===== src/rtl/mem_arbiter_if.sv =====
// Requester-side and memory-side handshake bundle for mem_arbiter.
// The master modport is the arbiter's view; slave is the requesters-plus-memory view.
interface mem_arbiter_if #(
    parameter int NUM_REQ = 2
);
    logic [NUM_REQ-1:0]    req_valid_i;
    logic [NUM_REQ-1:0]    req_ready_o;
    logic [NUM_REQ*32-1:0] req_addr_i;
    logic [NUM_REQ-1:0]    resp_valid_o;
    logic [NUM_REQ-1:0]    resp_ready_i;
    logic [31:0]           resp_data_o;
    logic                  mem_req_valid_o;
    logic                  mem_req_ready_i;
    logic [31:0]           mem_addr_o;
    logic                  mem_resp_valid_i;
    logic                  mem_resp_ready_o;
    logic [31:0]           mem_data_i;

    modport master (
        input  req_valid_i, req_addr_i, resp_ready_i,
        input  mem_req_ready_i, mem_resp_valid_i, mem_data_i,
        output req_ready_o, resp_valid_o, resp_data_o,
        output mem_req_valid_o, mem_addr_o, mem_resp_ready_o
    );

    modport slave (
        output req_valid_i, req_addr_i, resp_ready_i,
        output mem_req_ready_i, mem_resp_valid_i, mem_data_i,
        input  req_ready_o, resp_valid_o, resp_data_o,
        input  mem_req_valid_o, mem_addr_o, mem_resp_ready_o
    );
endinterface


===== src/rtl/mem_arbiter.sv =====
// Shares one single-port memory among NUM_REQ requesters, one read in flight at a time.
// Round-robin by default; define MEM_ARB_FIXED_PRIO_EN for fixed lowest-index-wins priority.
module mem_arbiter #(
    parameter  int NUM_REQ = 2,
    localparam int ID_W    = $clog2(NUM_REQ)
) (
    input  logic            clk,
    input  logic            rst,
    mem_arbiter_if.master   bus,
    output logic            busy_o,
    output logic [ID_W-1:0] grant_id_o
);
    typedef enum logic [1:0] {IDLE, ISSUE, WAIT_RESP} state_t;

    state_t             state_q, state_d;
    logic [ID_W-1:0]    owner_q, owner_d;
    logic [31:0]        addr_q, addr_d;
    logic [31:0]        req_addr [NUM_REQ];
    logic               any_req;
    logic [ID_W-1:0]    winner;
    logic [ID_W-1:0]    base;
    logic [ID_W:0]      cand;
    logic [NUM_REQ-1:0] req_ready;
    logic [NUM_REQ-1:0] resp_valid;
    logic               mem_req_valid;
    logic               mem_resp_ready;

    for (genvar gi = 0; gi < NUM_REQ; gi++) begin : g_addr
        assign req_addr[gi] = bus.req_addr_i[32*gi +: 32];
    end

`ifdef MEM_ARB_FIXED_PRIO_EN
    assign base = '0;
`else
    logic [ID_W-1:0] rr_ptr_q, rr_ptr_d;

    always_comb begin
        rr_ptr_d = rr_ptr_q;
        if (state_q == IDLE && any_req)
            rr_ptr_d = (winner == ID_W'(NUM_REQ - 1)) ? '0 : winner + ID_W'(1);
    end

    always_ff @(posedge clk or negedge rst) begin
        if (!rst) rr_ptr_q <= '0;
        else      rr_ptr_q <= rr_ptr_d;
    end

    assign base = rr_ptr_q;
`endif

    // Scan upward from base, wrapping at NUM_REQ so non-power-of-2 counts never alias.
    always_comb begin
        any_req = 1'b0;
        winner  = '0;
        cand    = '0;
        for (int i = 0; i < NUM_REQ; i++) begin
            cand = {1'b0, base} + (ID_W+1)'(i);
            if (cand >= (ID_W+1)'(NUM_REQ))
                cand = cand - (ID_W+1)'(NUM_REQ);
            if (!any_req && bus.req_valid_i[cand[ID_W-1:0]]) begin
                any_req = 1'b1;
                winner  = cand[ID_W-1:0];
            end
        end
    end

    always_comb begin
        state_d        = state_q;
        owner_d        = owner_q;
        addr_d         = addr_q;
        req_ready      = '0;
        resp_valid     = '0;
        mem_req_valid  = 1'b0;
        mem_resp_ready = 1'b0;
        case (state_q)
            IDLE: begin
                if (any_req) begin
                    req_ready[winner] = 1'b1;
                    owner_d           = winner;
                    addr_d            = req_addr[winner];
                    state_d           = ISSUE;
                end
            end
            ISSUE: begin
                mem_req_valid = 1'b1;
                if (bus.mem_req_ready_i)
                    state_d = WAIT_RESP;
            end
            WAIT_RESP: begin
                resp_valid[owner_q] = bus.mem_resp_valid_i;
                mem_resp_ready      = bus.resp_ready_i[owner_q];
                if (bus.mem_resp_valid_i && bus.resp_ready_i[owner_q])
                    state_d = IDLE;
            end
            default: state_d = IDLE;
        endcase
    end

    always_ff @(posedge clk or negedge rst) begin
        if (!rst) begin
            state_q <= IDLE;
            owner_q <= '0;
            addr_q  <= '0;
        end else begin
            state_q <= state_d;
            owner_q <= owner_d;
            addr_q  <= addr_d;
        end
    end

    // Grant is combinational from IDLE, which reset forces, so mask it while reset is held.
    assign bus.req_ready_o      = rst ? req_ready : '0;
    assign bus.resp_valid_o     = resp_valid;
    assign bus.resp_data_o      = bus.mem_data_i;
    assign bus.mem_req_valid_o  = mem_req_valid;
    assign bus.mem_addr_o       = addr_q;
    assign bus.mem_resp_ready_o = mem_resp_ready;
    assign busy_o               = (state_q != IDLE);
    assign grant_id_o           = owner_q;
endmodule


===== src/flat_wrapper.sv =====
// flat-port wrapper written by rule: the top's interface ports become plain ports
module mem_arbiter_flat 
#(
    parameter  int NUM_REQ = 2,
    localparam int ID_W    = $clog2(NUM_REQ)
)
  (clk, rst, busy_o, grant_id_o, bus_req_valid_i, bus_req_addr_i, bus_resp_ready_i, bus_mem_req_ready_i, bus_mem_resp_valid_i, bus_mem_data_i, bus_req_ready_o, bus_resp_valid_o, bus_resp_data_o, bus_mem_req_valid_o, bus_mem_addr_o, bus_mem_resp_ready_o);
  mem_arbiter_if #(.NUM_REQ(NUM_REQ)) bus_i ();
  input  logic clk;
  input  logic rst;
  output logic busy_o;
  output logic [ID_W-1:0] grant_id_o;
  input wire logic [$bits(bus_i.req_valid_i)-1:0] bus_req_valid_i;
  input wire logic [$bits(bus_i.req_addr_i)-1:0] bus_req_addr_i;
  input wire logic [$bits(bus_i.resp_ready_i)-1:0] bus_resp_ready_i;
  input wire logic [$bits(bus_i.mem_req_ready_i)-1:0] bus_mem_req_ready_i;
  input wire logic [$bits(bus_i.mem_resp_valid_i)-1:0] bus_mem_resp_valid_i;
  input wire logic [$bits(bus_i.mem_data_i)-1:0] bus_mem_data_i;
  output wire logic [$bits(bus_i.req_ready_o)-1:0] bus_req_ready_o;
  output wire logic [$bits(bus_i.resp_valid_o)-1:0] bus_resp_valid_o;
  output wire logic [$bits(bus_i.resp_data_o)-1:0] bus_resp_data_o;
  output wire logic [$bits(bus_i.mem_req_valid_o)-1:0] bus_mem_req_valid_o;
  output wire logic [$bits(bus_i.mem_addr_o)-1:0] bus_mem_addr_o;
  output wire logic [$bits(bus_i.mem_resp_ready_o)-1:0] bus_mem_resp_ready_o;
  assign bus_i.req_valid_i = bus_req_valid_i;
  assign bus_i.req_addr_i = bus_req_addr_i;
  assign bus_i.resp_ready_i = bus_resp_ready_i;
  assign bus_i.mem_req_ready_i = bus_mem_req_ready_i;
  assign bus_i.mem_resp_valid_i = bus_mem_resp_valid_i;
  assign bus_i.mem_data_i = bus_mem_data_i;
  assign bus_req_ready_o = bus_i.req_ready_o;
  assign bus_resp_valid_o = bus_i.resp_valid_o;
  assign bus_resp_data_o = bus_i.resp_data_o;
  assign bus_mem_req_valid_o = bus_i.mem_req_valid_o;
  assign bus_mem_addr_o = bus_i.mem_addr_o;
  assign bus_mem_resp_ready_o = bus_i.mem_resp_ready_o;
  mem_arbiter #(.NUM_REQ(NUM_REQ)) u_core (.clk(clk), .rst(rst), .bus(bus_i), .busy_o(busy_o), .grant_id_o(grant_id_o));
endmodule

===== config.mk =====
export PLATFORM = sky130hd
export DESIGN_NAME = mem_arbiter_flat
export DESIGN_NICKNAME = d
export VERILOG_FILES = /design/src/rtl/mem_arbiter_if.sv /design/src/rtl/mem_arbiter.sv /design/src/flat_wrapper.sv
export SDC_FILE = /design/constraint.sdc
export NUM_CORES = 1
export LEC_CHECK = 0
export CORE_MARGIN = 5
export CORE_UTILIZATION = 31
export CTS_CLUSTER_SIZE = 8
export DETAILED_ROUTE_END_ITERATION = 16
export HOLD_SLACK_MARGIN = 0.06
export MAX_ROUTING_LAYER = met4
export PLACE_DENSITY = 0.84
export SLEW_MARGIN = 20
export SYNTH_ARGS = -nofsm -noshare
export SYNTH_HDL_FRONTEND = slang
export SYNTH_SLANG_ARGS = --single-unit

===== constraint.sdc =====
create_clock -name clk -period 2.05 [get_ports clk]
set_clock_uncertainty 0.1 [all_clocks]
set_input_delay 0.205 -clock clk [delete_from_list [all_inputs] [get_ports clk]]
set_output_delay 0.205 -clock clk [all_outputs]
set_load 0.05 [all_outputs]

After elaboration in Yosys (flattened, before gate mapping):

Cells that the tools add are included.

* register bits: 36
* input port bits: 104
* output and inout port bits: 72
* logic and storage cells: 64

* add/subtract/negate cells: 4
* $lt $le $gt $ge: 9
* equality and inequality tests: 5
* mux-type cells: 30
* bitwise logic cells: 2
* reduce and logical (&&, ||, !) cells: 10

Operators by type and width (number)
* $mux W32: 3
* $mux W1: 17
* $mux W2: 7
* $lt A1 B2 Y1 const B: 4
* $pmux W2 S3: 1
* $logic_and A1 B1 Y1: 5
* $ge A2 B2 Y1 const B: 2
* $ne A2 B1 Y1 const B: 2
* $reduce_and A3 Y1: 1
* $add A1 B1 Y2 const B: 1
* $and A2 B2 Y2: 1
* $demux W1 S1: 2
* $eq A2 B1 Y1 const B: 1
* $eq A2 B2 Y1 const B: 1
* $ge A1 B1 Y1 const B: 2
* $ge A1 B2 Y1 const B: 1
* $logic_not A2 Y1: 1
* $ne A2 B2 Y1 const B: 1
* $not A1 Y2: 1
* $reduce_and A2 Y1: 1
* $reduce_bool A2 Y1: 1
* $sub A1 B1 Y1 const B: 2
* $add A1 B1 Y1 const B: 1
* $logic_not A1 Y1: 1

Depth between registers and ports, before layout:

Gate-level depths: netlist (run 1).

* depth after elaboration: 15
* depth in mapped cells: 5
* gate-level depth less buffers: 4

Worst setup path before layout (run 1):

No wires, ideal clock.

* path type: register -> output
* from: register u_core.owner_q, in the netlist u_core.grant_id_o
* to: output port bus_mem_resp_ready_o
* data arrival time: 1534 ps
* data required time: 1745 ps
* setup slack: 211 ps
* stages on the path, launching flop included: 3
* path buffers: 0
* cell sequence: dfrtp_1 > mux2i_1 > nor2b_1

* longest elaborated chain between the ends: 3

Ends and longest elaborated chain
* start: declaration: line mem_arbiter.sv:16 `logic [ID_W-1:0] owner_q, owner_d;`
* start signal: assignment: line mem_arbiter.sv:106 `owner_q <= owner_d;`
* $mux W1 (not written as such) (2 in series): line mem_arbiter.sv:91 `mem_resp_ready = bus.resp_ready_i[owner_q];`
* $mux W1: line mem_arbiter.sv:75 `case (state_q)`
* end: declaration: line flat_wrapper.sv:24 `output wire logic [$bits(bus_i.mem_resp_ready_o)-1:0] bus_mem_resp_ready_o;`

No other way between the ends. The select of a mux whose other input is x is not followed.

Worst setup path in the final report (run 1):

* from: register u_core.owner_q, in the netlist u_core.grant_id_o
* to: output port grant_id_o

RTL lines
* end: declaration: line flat_wrapper.sv:12 `output logic [ID_W-1:0] grant_id_o;`

No word-level cell between the ends.

==> impl_metrics.json, run 1 <==
{
  "synthSimpleGateAreaFrac": 0.0513,
  "critPathKind": "register to primary output",
  "synthToLayoutAreaGrowth_pct": 53.6,
  "drtIter0Drc": 68,
  "drc": 0,
  "power_density_mw_per_mm2": 1650,
  "n_antenna_cell": 0,
  "routabilityCongestion": 0.703,
  "drive_gt1_frac": 0.115,
  "placedCellCount": 322,
  "dp_hpwl_um": 4320,
  "finalSetupTns_ns": 0,
  "fin_crit_sh": 0.914,
  "crit_path_end_kind": "primary output",
  "cp_top_family": "buffers and inverters",
  "relSlewSlack": 0.559,
  "route.met3.wl_um": 480,
  "rows": 29,
  "startpoint_type": "register",
  "wl_met2_um": 2750,
  "io_pins": 176,
  "yosysUniqueCellTypes": 22,
  "antenna_found_initial": 0,
  "synth_area_mm2": 0.00197,
  "cts_buffers": 5,
  "cp_cell_sequence": "clkdlybuf4s50_1",
  "synth_nets": 276,
  "ys_seq_elements": 36,
  "cts_max_path_buffers": 2,
  "synthAdderAreaFrac": 0,
  "setup_violations": 0,
  "p_leak_nw": 1.26,
  "hold_path.class": "input pin to asynchronous set/reset pin",
  "core_area_mm2": 0.00628,
  "synth_compound_area_frac": 0.298,
  "clkSinkCount": 36,
  "fp.dieH_um": 89.8,
  "max_freq_ghz": 0.534,
  "top_layer_used": "met4",
  "synth_top_family_by_area": "compound AO/OA/AOI/OAI gates",
  "die-area_mm2": 0.00806,
  "drtAntennaViolNets": 0,
  "cp.required_ns": 1.75,
  "port_buffers": 111,
  "cts_tree": "yes",
  "synth_mux_area_frac": 0.00507,
  "maxCapViolCount": 0,
  "crit_buf_inv": 1,
  "layout.nets": 357,
  "drtPass1Iterations": 4,
  "r2r_start": "u_core.state_q[1]$_DFFE_PN0P_",
  "vias": 1687,
  "syn_inst": 172,
  "fin_util": 0.483,
  "crit_fanout": 5,
  "clk_pin_slew_ns": 0.07,
  "nFillCells": 574,
  "rsz0062_at_grt": "false",
  "synth_seq_area_share": 0.456,
  "htree_levels": 2,
  "period_needed_ns": 1.87,
  "clk_latency_ns": 0.28,
  "cts_root_buf": "clkbuf_8",
  "status": "finished clean",
  "crit_slowest_cell": "clkdlybuf4s50_1",
  "synthXorXnorAreaFrac": 0,
  "worstReg2RegEnd": "u_core.bus.mem_addr_o[6]$_DFFE_PN0P_",
  "finalHoldViolations": 0,
  "vias_per_cell": 5.11,
  "ir_drop_mv": 0.861,
  "routed_wl_um": 5820,
  "grt_max_degree": 37,
  "yosys_warnings": 0,
  "start_util": 0.315,
  "cpPeakStageDelay_ns": 0.84,
  "cts_resized": 0,
  "drv_slew": 0,
  "worstPathArrival_ns": 1.57,
  "die_w_um": 89.8,
  "met1_length_um": 2520,
  "layoutNonFillerInstCount": 330,
  "critPathLaunch": "u_core.grant_id_o$_DFFE_PN0P_",
  "grt_pass1_wl_um": 9450,
  "syn_avg_cell_area_um2": 11.5,
  "worst_slew_pin_slew_ns": 0.661,
  "rr_worst_depth": 4,
  "first_global_vias": 1824,
  "wire_per_inst_um": 17.6,
  "overflow": 0,
  "grt_usage": 0.145,
  "r2r_slack_ns": 0.46
}
metrics by stage:
stage	power (W)	instance area [um^2]	worst slack, ns	hold slack [ns]
2_1_floorplan	0.00364	1970	0.211	-0.191
3_3_place_gp	0.00449	2950	0.217	-0.0684
3_5_place_dp	0.00455	2950	0.207	-0.0649
4_1_cts	0.00505	3030	0.154	0.150
5_1_grt	0.00528	3030	0.106	0.184
6_report	0.00500	3030	0.176	0.160
worst max-delay path by stage:
stage	cells after the start	end
after floorplan	2	bus_mem_resp_ready_o
final	1	grant_id_o
after detailed placement	5	u_core.bus.mem_addr_o[7]$_DFFE_PN0P_
after CTS	1	grant_id_o
after global placement	5	u_core.bus.mem_addr_o[7]$_DFFE_PN0P_
after global routing	1	grant_id_o
synthesized netlist by cell type:
cell | count | share of area
a221o_1 | 28 | 0.14
a221o_2 | 4 | 0.023
and2_1 | 2 | 0.0063
and2b_1 | 1 | 0.0038
and3_1 | 3 | 0.0095
buf_2 | 4 | 0.010
buf_4 | 32 | 0.12
buf_6 | 4 | 0.023
buf_8 | 3 | 0.023
clkbuf_1 | 3 | 0.0057
dfrtp_1 | 36 | 0.46
inv_1 | 2 | 0.0038
inv_2 | 1 | 0.0019
mux2i_1 | 1 | 0.0051
nand2_1 | 4 | 0.0076
nand2b_1 | 3 | 0.0095
nor2_1 | 1 | 0.0019
nor2_2 | 2 | 0.0063
nor2b_1 | 2 | 0.0063
o21a_1 | 32 | 0.12
o21ai_0 | 3 | 0.0076
o2bb2ai_1 | 1 | 0.0044
state kept, by name (all words and copies together) (netlist names):
signal / flops
u_core.state_q: 2
u_core.base: 1
u_core.bus.mem_addr_o: 32
u_core.grant_id_o: 1
placed cells by master, fill, tap and decap left out, types with 4 or more instances in the layout:
master	n
clkbuf_8	5
a221o_2	4
nand2_1	4
a221o_1	28
o21a_1	32
buf_12	7
buf_4	8
dfrtp_1	36
clkdlybuf4s50_1	103
metal layers:
metal | vias to the layer above | track usage
met2 | 92 | 0.223
met4 | 0 | 0.0340
li1 | 772 | -
met1 | 810 | 0.182
met3 | 13 | 0.0534
met5 | - | -
logic make-up after synthesis:
kind of cell,after synthesis
compound gates,68
buf+inv,49
flops,36
simple gates,18
mux,1
cell type report:
cell class                 count  area (um^2)  area share
timing repair buffer         120         1250       0.411
sequential                    36          901       0.297
multi-input combinational     87          701       0.231
tap                           77         96.3      0.0318
clock buffer                   6         72.6      0.0239
inverter                       3         11.3     0.00371
clock inverter                 1         5.00     0.00165
where the power goes:
part	switching (W)	internal (W)	total [W]
registers	0.000208	0.00106	0.00126
clock network	0.000246	0.000231	0.000478
logic	0.00194	0.00131	0.00326
timing repair:
action | CTS | global route
hold buffers | 1 | 0
hold endpoints to repair | 36 | 0
setup buffers | 0 | 0
Note: power is estimated with default switching activity, not from simulation.
==> run 2, diff against run 1 <==
--- a/config.mk
+++ b/config.mk
@@ -12,7 +12,6 @@
 export HOLD_SLACK_MARGIN = 0.06
 export MAX_ROUTING_LAYER = met4
 export PLACE_DENSITY = 0.84
-export SLEW_MARGIN = 20
 export SYNTH_ARGS = -nofsm -noshare
 export SYNTH_HDL_FRONTEND = slang
 export SYNTH_SLANG_ARGS = --single-unit
==> results of run 2 <==
Final layout, timing and power as in run 1 (identical DEF).
